## src/rtl/dark_channel_pipe.sv

```systemverilog
// dark_channel_pipe: 2-stage edge-aware dark-channel estimator; DARK_STATS_EN adds the edge_cnt counter
module dark_channel_pipe #(
    parameter int DW  = 8,
    parameter int NCH = 3,
    parameter int ETH = 40
) (
    input  logic                  clk,
    input  logic                  rst,
    input  logic                  in_valid,
    output logic                  in_ready,
    input  logic [NCH*9*DW-1:0]   win_data,
    input  logic                  cfg_eth_we,
    input  logic [DW-1:0]         cfg_eth,
    input  logic                  cfg_noedge,
    output logic                  out_valid,
    input  logic                  out_ready,
    output logic [DW-1:0]         out_dark,
    output logic                  out_edge
`ifdef DARK_STATS_EN
    ,
    output logic [31:0]           edge_cnt
`endif
);
    logic en1, en2, sel;
    logic s1_valid_q, s1_valid_d, noedge_q, noedge_d;
    logic out_valid_q, out_valid_d, out_edge_q, out_edge_d;
    logic [NCH-1:0] edg_q, edg_d;
    logic [DW-1:0] thr_q, thr_d, out_dark_q, out_dark_d, vmin;
    logic [DW-1:0] nmin_q [NCH];
    logic [DW-1:0] nmin_d [NCH];
    logic [DW-1:0] ctr_q [NCH];
    logic [DW-1:0] ctr_d [NCH];
`ifdef DARK_STATS_EN
    logic [31:0] edge_cnt_q, edge_cnt_d;
`endif

    function automatic logic [DW-1:0] tap(input logic [9*DW-1:0] w, input int k);
        return w[k*DW +: DW];
    endfunction

    function automatic logic [DW:0] absd(input logic [DW-1:0] a, input logic [DW-1:0] b);
        logic signed [DW:0] d;
        d = $signed({1'b0, a}) - $signed({1'b0, b});
        return d[DW] ? -d : d;
    endfunction

    function automatic logic [DW-1:0] nmin_f(input logic [9*DW-1:0] w);
        logic [DW-1:0] m;
        m = tap(w, 0);
        for (int k = 1; k < 9; k++)
            if (k != 4 && tap(w, k) < m) m = tap(w, k);
        return m;
    endfunction

    // opposing tap pairs through the centre: a-i, b-h, c-g, d-f
    function automatic logic edge_f(input logic [9*DW-1:0] w, input logic [DW-1:0] t);
        logic e;
        e = 1'b0;
        for (int k = 0; k < 4; k++)
            e = e | (absd(tap(w, k), tap(w, 8 - k)) > {1'b0, t});
        return e;
    endfunction

    always_comb begin
        en2 = !out_valid_q || out_ready;
        en1 = !s1_valid_q || en2;
        in_ready = en1;
        thr_d = cfg_eth_we ? cfg_eth : thr_q;
        s1_valid_d = en1 ? in_valid : s1_valid_q;
        noedge_d = en1 ? cfg_noedge : noedge_q;
        edg_d = edg_q;
        for (int c = 0; c < NCH; c++) begin
            nmin_d[c] = en1 ? nmin_f(win_data[c*9*DW +: 9*DW]) : nmin_q[c];
            ctr_d[c] = en1 ? tap(win_data[c*9*DW +: 9*DW], 4) : ctr_q[c];
            edg_d[c] = en1 ? edge_f(win_data[c*9*DW +: 9*DW], thr_q) : edg_q[c];
        end
        sel = |edg_q && !noedge_q;
        vmin = '1;
        for (int c = 0; c < NCH; c++)
            if ((sel ? ctr_q[c] : nmin_q[c]) < vmin) vmin = sel ? ctr_q[c] : nmin_q[c];
        out_valid_d = en2 ? s1_valid_q : out_valid_q;
        out_dark_d = en2 ? vmin : out_dark_q;
        out_edge_d = en2 ? sel : out_edge_q;
`ifdef DARK_STATS_EN
        edge_cnt_d = (out_valid_q && out_ready && out_edge_q && edge_cnt_q != '1) ? edge_cnt_q + 32'd1 : edge_cnt_q;
`endif
    end

    always_ff @(posedge clk) begin
        if (rst) begin
            s1_valid_q  <= 1'b0;
            noedge_q    <= 1'b0;
            edg_q       <= '0;
            nmin_q      <= '{default: '0};
            ctr_q       <= '{default: '0};
            thr_q       <= DW'(ETH);
            out_valid_q <= 1'b0;
            out_dark_q  <= '0;
            out_edge_q  <= 1'b0;
`ifdef DARK_STATS_EN
            edge_cnt_q  <= '0;
`endif
        end else begin
            s1_valid_q  <= s1_valid_d;
            noedge_q    <= noedge_d;
            edg_q       <= edg_d;
            nmin_q      <= nmin_d;
            ctr_q       <= ctr_d;
            thr_q       <= thr_d;
            out_valid_q <= out_valid_d;
            out_dark_q  <= out_dark_d;
            out_edge_q  <= out_edge_d;
`ifdef DARK_STATS_EN
            edge_cnt_q  <= edge_cnt_d;
`endif
        end
    end

    assign out_valid = out_valid_q;
    assign out_dark  = out_dark_q;
    assign out_edge  = out_edge_q;
`ifdef DARK_STATS_EN
    assign edge_cnt  = edge_cnt_q;
`endif
endmodule
```

## config.mk

```make
export PLATFORM = sky130hd
export DESIGN_NAME = dark_channel_pipe
export DESIGN_NICKNAME = d
export VERILOG_FILES = /design/src/rtl/dark_channel_pipe.sv
export SDC_FILE = /design/constraint.sdc
export NUM_CORES = 1
export LEC_CHECK = 0
export CELL_PAD_IN_SITES_DETAIL_PLACEMENT = 1
export CELL_PAD_IN_SITES_GLOBAL_PLACEMENT = 2
export CORE_AREA = 2 2 212 256
export DETAILED_ROUTE_END_ITERATION = 6
export DIE_AREA = 0 0 214 258
export PLACE_DENSITY_LB_ADDON = 0.12
export RECOVER_POWER = 25
export SETUP_SLACK_MARGIN = 0.15
export SKIP_LAST_GASP = 1
export SLEW_MARGIN = 10
export SYNTH_ARGS = -nofsm -noshare
export SYNTH_HDL_FRONTEND = slang
export SYNTH_SLANG_ARGS = --single-unit
```

## constraint.sdc

```tcl
create_clock -name clk -period 15.35 [get_ports clk]
set_input_delay 2.3025 -clock clk [delete_from_list [all_inputs] [get_ports clk]]
set_output_delay 2.3025 -clock clk [all_outputs]
set_load 0.05 [all_outputs]
```

==> results.md <==
* Total grt overflow at 0
* Root buf cell: clkbuf_16
* Final Hold Fails at 0
* Clock Skews at between 8 and 9 ps
* Met2 GRT Util at 0.441
* CP startpoint kind: primary input
* TritonRoute pass-1 iters at 4
* Mapped Avg Cell Area at roughly 7.5 um2
* Total number of vias at 17,700
* Most used cell, CP: ha_1
* Relative slew margins at -0.679
* Clock sinks at 71
* Primary FF master, synth: dfxtp_1
* Post-synth top area share at 0.246
* Std cell rows at 93
* Vias in the first global route at 18,900
* GRT Resource Usage Total at 0.232
* Delay-heaviest family, CP: compound AO/OA/AOI/OAI gates
* ANT nets after route at 0
* Die Ht at 258 um
* Initial DRC count at 580
* Share of layout cells above drive strength 1 at 0.108
* Largest cells by area after synthesis: ha_1, dfxtp_1, a21oi_1
* EDFF count, synth at 0
* Core area at 0.0529 mm2
* Routed WL per cell at 19.9 um
* Skew-Pair Late Insertion Delay at 340 ps
* Final std cells w/o fill at 3,299
* Status: finished with violations
* Worst Max-Slew Pin Slew at around 2500 ps
* CP peak stage delay at roughly 550 ps
* HP Class: register to register
* Static Leak at 10.2 nW
* CTS Buf Count at 9
* Clock slew at reported path FFs at around 50 ps
* Crit. End Element: register
* Final nets at 3,162
* DRT Wirelength at 65,700 um
* Yosys synthesis warning count at 0
* Asr flop ratio synth at 0
* Synth Instances at 2,279
* Setup violators final at 0
* Area Overhead vs Synth at 27.0%
* GR Util met3 at 0.0128
* Largest net degree at the start of global routing at 83
* Post-route cell area at 0.0218 mm2
* Post-Place Cells at 3,249
* Critical Path AT at about 15,000 ps
* WP buf/inv at 8
* Max VDD drop at 0.0610 mV
* Fillers at 6,491
* CTS Hold Bufs at 0
* Port bufs at 240
* CP required at 15,570 ps
* Max Cap Viol at 2
* Maximum clock insertion buffer count at 2
* Antenna violations before repair at 0
* M1 GR Usage at 0.287
* Crit Path Max Fanout at 11
* Die area at 0.0552 mm2
* Fin crit share at 0.946
* RSZ-0062 raised after global routing: true
* Seq/Total Area, Yosys at 0.0826
* HPWL Detailed at 56,500 um
* TritonCTS clock tree: built
* Syn_nets at 2,859
* Ports at 241
* Setup Crit Path Kind: primary input to register
* Synth unique cells at 94
* Placed cell areas at 0.0208 mm2
* Max stage delay cell, worst path: clkdlybuf4s50_1
* Post-Route Setup TNS at 0 ps
* First-pass GRT wire length at 103,000 um
* GR peak layer: met2
* Mapped Area at around 0.017 mm2
* H-tree depth at 3
* Period minus WS final at 14,520 ps
* GPL Wtd Cong at 0.890
* Register bit total from synthesis at 71
* Slew Viols, Final at 85
* Diode count at 0
* WHS at around 450 ps
* DRC Markers at 0
* Violated checks: capacitance limit, slew limit
* Fin util at 0.413
* Die X-Extent at 214 um
* Initial Util at 0.325
* Synth area leader: ha_1
* Fmax at 68.9 MHz
* Via/cell ratio at 5.36
* PD cells at 119 mW/mm2
-- cell families (layout without fill, tap and decap cells) --
kind of cell	Yosys count	after routing	share of synthesized area
xor gates and xnor gates	150	150	0.0764
AOI/OAI and AO/OA	634	635	0.248
adders and majority gates	363	363	0.267
muxes	117	117	0.0713
buffers and inverters	313	619	0.0695
and+or+nand+nor	631	632	0.185
DFF	71	71	0.0826
-- cell usage after synthesis (all sizes together) (16+ instances only) --
master	instances
xor2	54
inv	255
a21oi	208
nor3	45
a21o	83
nand3	42
xnor2	96
mux2	44
o21bai	31
mux2i	73
nand2b	64
a31oi	17
nand2	134
o21ai	104
dfxtp	71
clkbuf	45
ha	338
nor2	160
a211oi	16
o211ai	26
nand4	37
nor2b	62
-- per-stage QoR --
stage	power, mW	worst slack [ps]
after floorplan	1.59	957
after global placement	2.13	-269
after detailed placement	2.20	-567
after CTS	2.44	164
after global routing	2.86	20.4
final	2.60	829
-- cells in the final DEF, fill, tap and decap left out, types with 38 or more instances in the layout --
| cell type | netlist | final |
|---|---|---|
| nor2b_1 | 62 | 61 |
| xnor2_1 | 96 | 96 |
| o21ai_0 | 98 | 85 |
| inv_1 | 255 | 254 |
| xor2_1 | 54 | 54 |
| dfxtp_1 | 71 | 71 |
| ha_1 | 338 | 334 |
| a21oi_1 | 208 | 183 |
| clkdlybuf4s50_1 | 0 | 225 |
| nand2_1 | 134 | 131 |
| a21o_1 | 83 | 83 |
| mux2i_1 | 73 | 63 |
| mux2_2 | 38 | 38 |
| nor2_1 | 159 | 155 |
| nand2b_1 | 64 | 64 |
| buf_4 | 1 | 102 |
| nand3_1 | 41 | 41 |
| nor3_1 | 44 | 43 |
-- cell type report --
type | instances | area [um2] | area share
clock inverter | 4 | 52.6 | 0.00241
timing repair buffer | 347 | 3210 | 0.147
multi-input combinational | 1897 | 15100 | 0.689
sequential | 71 | 1420 | 0.0651
inverter | 256 | 961 | 0.0440
clock buffer | 12 | 256 | 0.0117
tap | 712 | 891 | 0.0408
-- path summary, 6_finish.rpt --
check / from / to / slack, ps / cells past startpoint
hold / removal: ctr_q[5]$_SDFFE_PP0P_ / ctr_q[5]$_SDFFE_PP0P_ / 450 / 2
setup / recovery: win_data[1] / nmin_q[22]$_SDFFE_PP0P_ / 830 / 60
hold reg to reg: ctr_q[5]$_SDFFE_PP0P_ / ctr_q[5]$_SDFFE_PP0P_ / 450 / 2
setup reg to reg: edg_q[2]$_SDFFE_PP0P_ / out_dark[6]$_SDFFE_PP0P_ / 9470 / 20
-- metal layers --
metal | up-vias | share of wire
met5 | - | 0
met2 | 216 | 0.51
met3 | 65 | 0.016
li1 | 8813 | -
met4 | 0 | 0.020
met1 | 8576 | 0.45
-- registers in the layout, summed over array words and instances, names as in the netlist --
name	count
ctr_q	24
edg_q	3
nmin_q	24
noedge_q	1
out_dark	8
out_edge	1
out_valid	1
s1_valid_q	1
thr_q	8
-- report_power, final --
group          internal (mW)  switching, mW
combinational          0.952           1.16
sequential             0.229         0.0390
clock                  0.135         0.0825
-- repair_timing --
| action | 4_1_cts | 5_1_grt |
|---|---|---|
| pin swaps | 0 | 15 |
| endpoints found under the setup margin | 16 | 24 |
| resized for setup | 16 | 97 |
| gates cloned | 0 | 2 |
| setup buffers | 0 | 32 |
-- worst register-to-register path, stage by stage (launching register included) --
cell and delay (ps):
dfxtp_1 320, nor3_1 640, nor2_2 300, buf_4 300
mux2_2 320, ha_1 290, a31o_2 200, a21o_1 180
a21o_1 180, a21o_1 170, a21o_1 170, a21o_1 180
a21o_1 310, o21ai_0 330, ha_1 310, a21o_1 180
a2111oi_0 370, a21o_1 430, nor2_1 70, o21ai_0 280
a21oi_1 120
No activity file was read; power rests on OpenSTA's default activity.
